===== src/rtl/btn_conditioner_pkg.sv =====
// Shared definitions for the button conditioner.
// - Direction codes driven on dir.
// - Bit positions of each button within the 4-bit button vectors.
// - State type of the auto-repeat FSM.
// - Helper that detects exactly one active button.
package btn_conditioner_pkg;

    localparam logic [1:0] DIR_UP    = 2'b00;
    localparam logic [1:0] DIR_DOWN  = 2'b01;
    localparam logic [1:0] DIR_LEFT  = 2'b10;
    localparam logic [1:0] DIR_RIGHT = 2'b11;

    localparam int BTN_UP    = 0;
    localparam int BTN_DOWN  = 1;
    localparam int BTN_LEFT  = 2;
    localparam int BTN_RIGHT = 3;

    typedef enum logic [1:0] {
        IDLE   = 2'd0,
        DELAY  = 2'd1,
        REPEAT = 2'd2
    } rep_state_t;

    // True when exactly one bit of v is set. Clearing the lowest set bit
    // leaves zero only for a single-bit value.
    function automatic logic one_hot4(input logic [3:0] v);
        return (v != 4'd0) && ((v & (v - 4'd1)) == 4'd0);
    endfunction

endpackage


===== src/rtl/btn_debounce_bit.sv =====
// Synchroniser plus debouncer for one raw button.
// Ports:
//   clk   - system clock
//   rst   - asynchronous active-high reset
//   raw   - raw, asynchronous button level
//   clean - debounced level; changes only after the synchronised input
//           has disagreed with it for DEBOUNCE_CYCLES consecutive cycles
module btn_debounce_bit #(
    parameter int DEBOUNCE_CYCLES = 1000000,
    parameter int CNT_W           = 25
) (
    input  logic clk,
    input  logic rst,
    input  logic raw,
    output logic clean
);

    localparam logic [CNT_W-1:0] CNT_LAST = CNT_W'(DEBOUNCE_CYCLES - 1);
    localparam logic [CNT_W-1:0] CNT_ONE  = CNT_W'(1);

    logic             sync1_reg;
    logic             sync2_reg;
    logic             clean_reg;
    logic [CNT_W-1:0] cnt_reg;

    always_ff @(posedge clk or posedge rst) begin
        if (rst) begin
            sync1_reg <= 1'b0;
            sync2_reg <= 1'b0;
            clean_reg <= 1'b0;
            cnt_reg   <= '0;
        end else begin
            sync1_reg <= raw;
            sync2_reg <= sync1_reg;
            if (sync2_reg != clean_reg) begin
                // Counter restarts after every accepted change, so it only
                // ever measures one uninterrupted run of disagreement.
                if (cnt_reg == CNT_LAST) begin
                    clean_reg <= sync2_reg;
                    cnt_reg   <= '0;
                end else begin
                    cnt_reg <= cnt_reg + CNT_ONE;
                end
            end else begin
                cnt_reg <= '0;
            end
        end
    end

    assign clean = clean_reg;

endmodule


===== src/rtl/btn_conditioner.sv =====
// Button input stage for the game logic: debounced levels, press pulses,
// last-pressed direction and a movement step stream with auto-repeat.
// Ports:
//   clk         - system clock
//   rst         - asynchronous active-high reset
//   btn         - raw buttons [0]=up [1]=down [2]=left [3]=right
//   btn_clean   - debounced button levels
//   press_pulse - one-cycle pulse per button, cycle after its clean rise
//   pressing    - exactly one clean button is held
//   dir         - last pressed direction (up > down > left > right on ties)
//   dir_valid   - a press has been accepted since reset
//   step        - movement pulse on press and on auto-repeat
module btn_conditioner
    import btn_conditioner_pkg::*;
#(
    parameter int DEBOUNCE_CYCLES = 1000000,
    parameter int REPEAT_DELAY    = 25000000,
    parameter int REPEAT_PERIOD   = 10000000,
    parameter int CNT_W           = 25
) (
    input  logic       clk,
    input  logic       rst,
    input  logic [3:0] btn,
    output logic [3:0] btn_clean,
    output logic [3:0] press_pulse,
    output logic       pressing,
    output logic [1:0] dir,
    output logic       dir_valid,
    output logic       step
);

    localparam logic [CNT_W-1:0] DELAY_LAST  = CNT_W'(REPEAT_DELAY - 1);
    localparam logic [CNT_W-1:0] PERIOD_LAST = CNT_W'(REPEAT_PERIOD - 1);
    localparam logic [CNT_W-1:0] CNT_ONE     = CNT_W'(1);

    logic [3:0]       clean;
    logic [3:0]       btn_clean_d_reg;
    logic [3:0]       press_pulse_reg;
    logic [3:0]       rise;
    logic [1:0]       dir_reg;
    logic [1:0]       dir_next;
    logic             dir_valid_reg;
    logic             dir_valid_next;
    rep_state_t       state_reg;
    rep_state_t       state_next;
    logic [CNT_W-1:0] rep_cnt_reg;
    logic [CNT_W-1:0] rep_cnt_next;
    logic             step_next;

    generate
        for (genvar gi = 0; gi < 4; gi++) begin : g_debounce
            btn_debounce_bit #(
                .DEBOUNCE_CYCLES(DEBOUNCE_CYCLES),
                .CNT_W          (CNT_W)
            ) u_debounce (
                .clk  (clk),
                .rst  (rst),
                .raw  (btn[gi]),
                .clean(clean[gi])
            );
        end
    endgenerate

    assign rise     = clean & ~btn_clean_d_reg;
    assign pressing = one_hot4(clean);

    // dir is updated from the same rise term that loads press_pulse, so
    // both change on the same edge.
    always_comb begin
        dir_next       = dir_reg;
        dir_valid_next = dir_valid_reg;
        if (rise != 4'd0) begin
            dir_valid_next = 1'b1;
            if (rise[BTN_UP])
                dir_next = DIR_UP;
            else if (rise[BTN_DOWN])
                dir_next = DIR_DOWN;
            else if (rise[BTN_LEFT])
                dir_next = DIR_LEFT;
            else
                dir_next = DIR_RIGHT;
        end
    end

    // A new press always wins: it steps immediately and restarts the
    // initial delay. Losing the single-button condition (release or a
    // second button) drops back to IDLE without a step.
    always_comb begin
        state_next   = state_reg;
        rep_cnt_next = rep_cnt_reg;
        step_next    = 1'b0;
        case (state_reg)
            IDLE: begin
                rep_cnt_next = '0;
                if (press_pulse_reg != 4'd0) begin
                    step_next  = 1'b1;
                    state_next = DELAY;
                end
            end
            DELAY, REPEAT: begin
                if (press_pulse_reg != 4'd0) begin
                    step_next    = 1'b1;
                    rep_cnt_next = '0;
                    state_next   = DELAY;
                end else if (!pressing) begin
                    rep_cnt_next = '0;
                    state_next   = IDLE;
                end else if ((state_reg == DELAY  && rep_cnt_reg == DELAY_LAST) ||
                             (state_reg == REPEAT && rep_cnt_reg == PERIOD_LAST)) begin
                    step_next    = 1'b1;
                    rep_cnt_next = '0;
                    state_next   = REPEAT;
                end else begin
                    rep_cnt_next = rep_cnt_reg + CNT_ONE;
                end
            end
            default: begin
                rep_cnt_next = '0;
                state_next   = IDLE;
            end
        endcase
    end

    always_ff @(posedge clk or posedge rst) begin
        if (rst) begin
            btn_clean_d_reg <= 4'd0;
            press_pulse_reg <= 4'd0;
            dir_reg         <= DIR_UP;
            dir_valid_reg   <= 1'b0;
            state_reg       <= IDLE;
            rep_cnt_reg     <= '0;
        end else begin
            btn_clean_d_reg <= clean;
            press_pulse_reg <= rise;
            dir_reg         <= dir_next;
            dir_valid_reg   <= dir_valid_next;
            state_reg       <= state_next;
            rep_cnt_reg     <= rep_cnt_next;
        end
    end

    assign btn_clean   = clean;
    assign press_pulse = press_pulse_reg;
    assign dir         = dir_reg;
    assign dir_valid   = dir_valid_reg;
    assign step        = step_next;

endmodule


===== config.mk =====
export PLATFORM = sky130hd
export DESIGN_NAME = btn_conditioner
export DESIGN_NICKNAME = d
export VERILOG_FILES = /design/src/rtl/btn_conditioner_pkg.sv /design/src/rtl/btn_debounce_bit.sv /design/src/rtl/btn_conditioner.sv
export SDC_FILE = /design/constraint.sdc
export NUM_CORES = 1
export LEC_CHECK = 0
export ABC_AREA = 1
export CELL_PAD_IN_SITES_DETAIL_PLACEMENT = 1
export CELL_PAD_IN_SITES_GLOBAL_PLACEMENT = 1
export CORE_ASPECT_RATIO = 1.2
export CORE_MARGIN = 2
export CORE_UTILIZATION = 51
export DETAILED_ROUTE_END_ITERATION = 8
export DONT_BUFFER_PORTS = 1
export GPL_ROUTABILITY_DRIVEN = 0
export MAX_ROUTING_LAYER = met4
export PLACE_DENSITY_LB_ADDON = 0.1
export SYNTH_ARGS = -nofsm -noshare
export SYNTH_HDL_FRONTEND = slang
export SYNTH_SLANG_ARGS = --single-unit

===== constraint.sdc =====
create_clock -name clk -period 10.4 [get_ports clk]
set_clock_uncertainty 0.1 [all_clocks]
set_input_delay 1.56 -clock clk [delete_from_list [all_inputs] [get_ports clk]]
set_output_delay 1.56 -clock clk [all_outputs]
set_load 0.01 [all_outputs]

==> reports/results.txt <==
outcome: completed
Crit Path Class: flip-flop to output port
fin crit share: 35.2%
fmax: 273 MHz
Cell Area, Synth: 0.00855 mm²
core area: 0.0163 mm²
die width: 122 µm
Initial DRC Count: 317
number of diodes: 0
commonest non-fill, non-tap cell in the layout: nand2_1
Critical Path Most Common Cell: nand2_1
Sink Count: 150
pin count of the biggest net entering global routing: 81
max-cap viol count: 0
post-synthesis cell count: 1,176
Hold Fails Final Rpt: 0
Final nets: 1,200
CTS tree: done
vias in the first global route: 8,243
Setup Fix Bufs, Post-CTS: 0
Crit path max-delay family: simple AND/OR/NAND/NOR gates
Tightest Pin Transition: 898 ps
area of the multi-input gates: 0.00411 mm²
Die Y: 146 µm
clock root cell: clkbuf_16
peak supply drop: 0.115 mV
Pwr Density: 136 mW/mm²
Syn Nets: 1,191
WP buf/inv: 0
largest family of logic cells by synthesized area: simple AND/OR/NAND/NOR gates
unrepaired setup endpoints after global routing: no
initial antenna violation count: 0
Yosys cell types: 38
crit end category: output port
CTS HTree Levels: 4
first-pass GRT wire length: 40,000 µm
Total GRT Usage: 29.4%
max reg flops: 100
maximum fanout along the worst path: 3
clock-pin slew on the worst setup and hold paths: 60 ps
Final Power: 0.00128 W
register area share after synthesis: 43.9%
DPL Wire Length: 17,800 µm
syn_area_per_cell: 7.27 µm²
Synth Area in Simple Gates: 38.8%
CP Cell Sequence: ha_1, nand2_1, nor2_1, nand3_1, nor2_1, nand2_1, nand2_1, nand2_1, a21oi_1
YS warnings: 0
Async S/R FF share, synth: 100%
final setup fails: 0
Leakage: 4.12 nW
fraction of the mapped netlist area in compound gates: 2.65%
WP data required: 8740 ps
Clock Latency Late Sink: 430 ps
DRT Wirelength: 24,000 µm
Yosys top cell area share: 43.9%
Final ANT Viol Nets: 0
WHS: 262 ps
Hold Path Class: flip-flop to flip-flop
Critical Path AT: 2000 ps
register area: 0.00375 mm²
area leader, netlist: dfrtp_1
Worst path slowest cell: dfrtp_1
setup total negative slack: 0 ps
die area: 0.0178 mm²
Post-route DRC: 0
Congestion Overflow GR: 0
post-CTS sizing: 0
Final Util: 57.3%
Yosys reg bits: 150
CTS max path bufs: 2
number of flops mapped to enable cells by yosys: 0
Period minus WS final: 3660 ps
Hold Buf Count CTS: 0
drt pass-1 iters: 4
top cells by area, synth: dfrtp_1 44%, nand2_1 12%, nor2_1 12%
XOR/XNOR share of the synthesized area: 5.33%
Avg Vias per Cell: 5.40
share of post-route cells with drive strength above 1: 6.43%
mux share of post-synthesis cell area: 0%
commonest non-fill, non-tap cells in the layout: 276 x nand2_1, 266 x nor2_1, 156 x inv_1, 150 x dfrtp_1, 75 x nand3_1
Top FF cell, synth: dfrtp_1
filler cell count: 2,134
routed via count: 7,615
count of pins over their slew limit: 0
Starting Density: 52.3%
Cell Rows: 51
IO Count: 19
relative slew slack: 40.2%
CP startpoint kind: flip-flop
Layout Area Growth over Synthesis: 9.57%
PortBufs: 0
Synth Area in Adders: 1.32%
WL/cell: 17.0 µm
max incr delay on CP: 400 ps
Num CTS Buffers: 17
[path summary, 6_finish.rpt]
| kind | start | to | slack, ps | depth (start not counted) |
|---|---|---|---|---|
| min | g_debounce[2].u_debounce.sync1_reg$_DFF_PP0_ | g_debounce[2].u_debounce.sync2_reg$_DFF_PP0_ | 260 | 0 |
| max | rep_cnt_reg[0]$_DFF_PP0_ | step | 6740 | 9 |
| max reg2reg | g_debounce[2].u_debounce.clean$_DFFE_PP0P_ | rep_cnt_reg[5]$_DFF_PP0_ | 8340 | 10 |
| min reg2reg | g_debounce[2].u_debounce.sync1_reg$_DFF_PP0_ | g_debounce[2].u_debounce.sync2_reg$_DFF_PP0_ | 260 | 0 |
| max in group asynchronous | rst | g_debounce[3].u_debounce.cnt_reg[9]$_DFF_PP0_ | 7750 | 2 |
| min in group asynchronous | rst | g_debounce[3].u_debounce.cnt_reg[24]$_DFF_PP0_ | 1020 | 1 |
[routing by layer]
metal	wire, µm	global-route usage [%]	vias to the layer above
met5	0	-	-
met4	769	11.3	0
met3	563	4.78	64
met2	12600	51.5	112
met1	9990	33.1	3728
li1	-	-	3711
[metrics by stage]
stage,setup slack [ps],instance area [µm²],cells
finish,6740,9370,1410
global route,6530,9370,1410
CTS,6710,9370,1410
detailed placement,7170,8750,1378
global placement,7250,8750,1378
floorplan,4700,8550,1176
[cell usage after synthesis (2+ instances only)]
library cell,instances
clkbuf_1,3
nor2_2,6
nand3_1,75
nor2_4,3
buf_2,2
buf_4,4
or2_2,7
nand2_1,276
o22ai_1,2
o21bai_1,2
xnor2_1,9
a21oi_1,11
nor3_2,7
o21ai_0,10
inv_1,157
nor2_1,266
nor3_1,54
a211oi_1,3
xor2_1,43
a21o_1,2
ha_1,9
buf_6,2
nor3b_1,2
nor3_4,3
nand3b_1,3
a31oi_1,5
nand4_2,2
nand2_2,6
nand4_1,35
nand3_2,5
inv_2,4
nor4_1,3
dfrtp_1,150
[layout make-up]
cell class,instances,area share [%]
clock buffers,20,4.66
clock inverters,12,1.90
inverters,162,6.54
multi-input cells,853,43.9
flip-flops and latches,150,40.1
well taps,212,2.83
repair buffers,1,0.0801
[power breakdown]
group,internal (W),switching (W)
Sequential,0.000589,0.00000493
Combinational,0.00000527,0.0000239
Clock,0.000402,0.000251
Total,0.000996,0.000280
[cells by family after synthesis]
| group | Yosys count |
|---|---|
| simple gates | 754 |
| buf+inv | 173 |
| flops | 150 |
| xor+xnor | 52 |
| compound gates | 38 |
| fa+ha+maj | 9 |
Power figures use the tool's default switching activity.
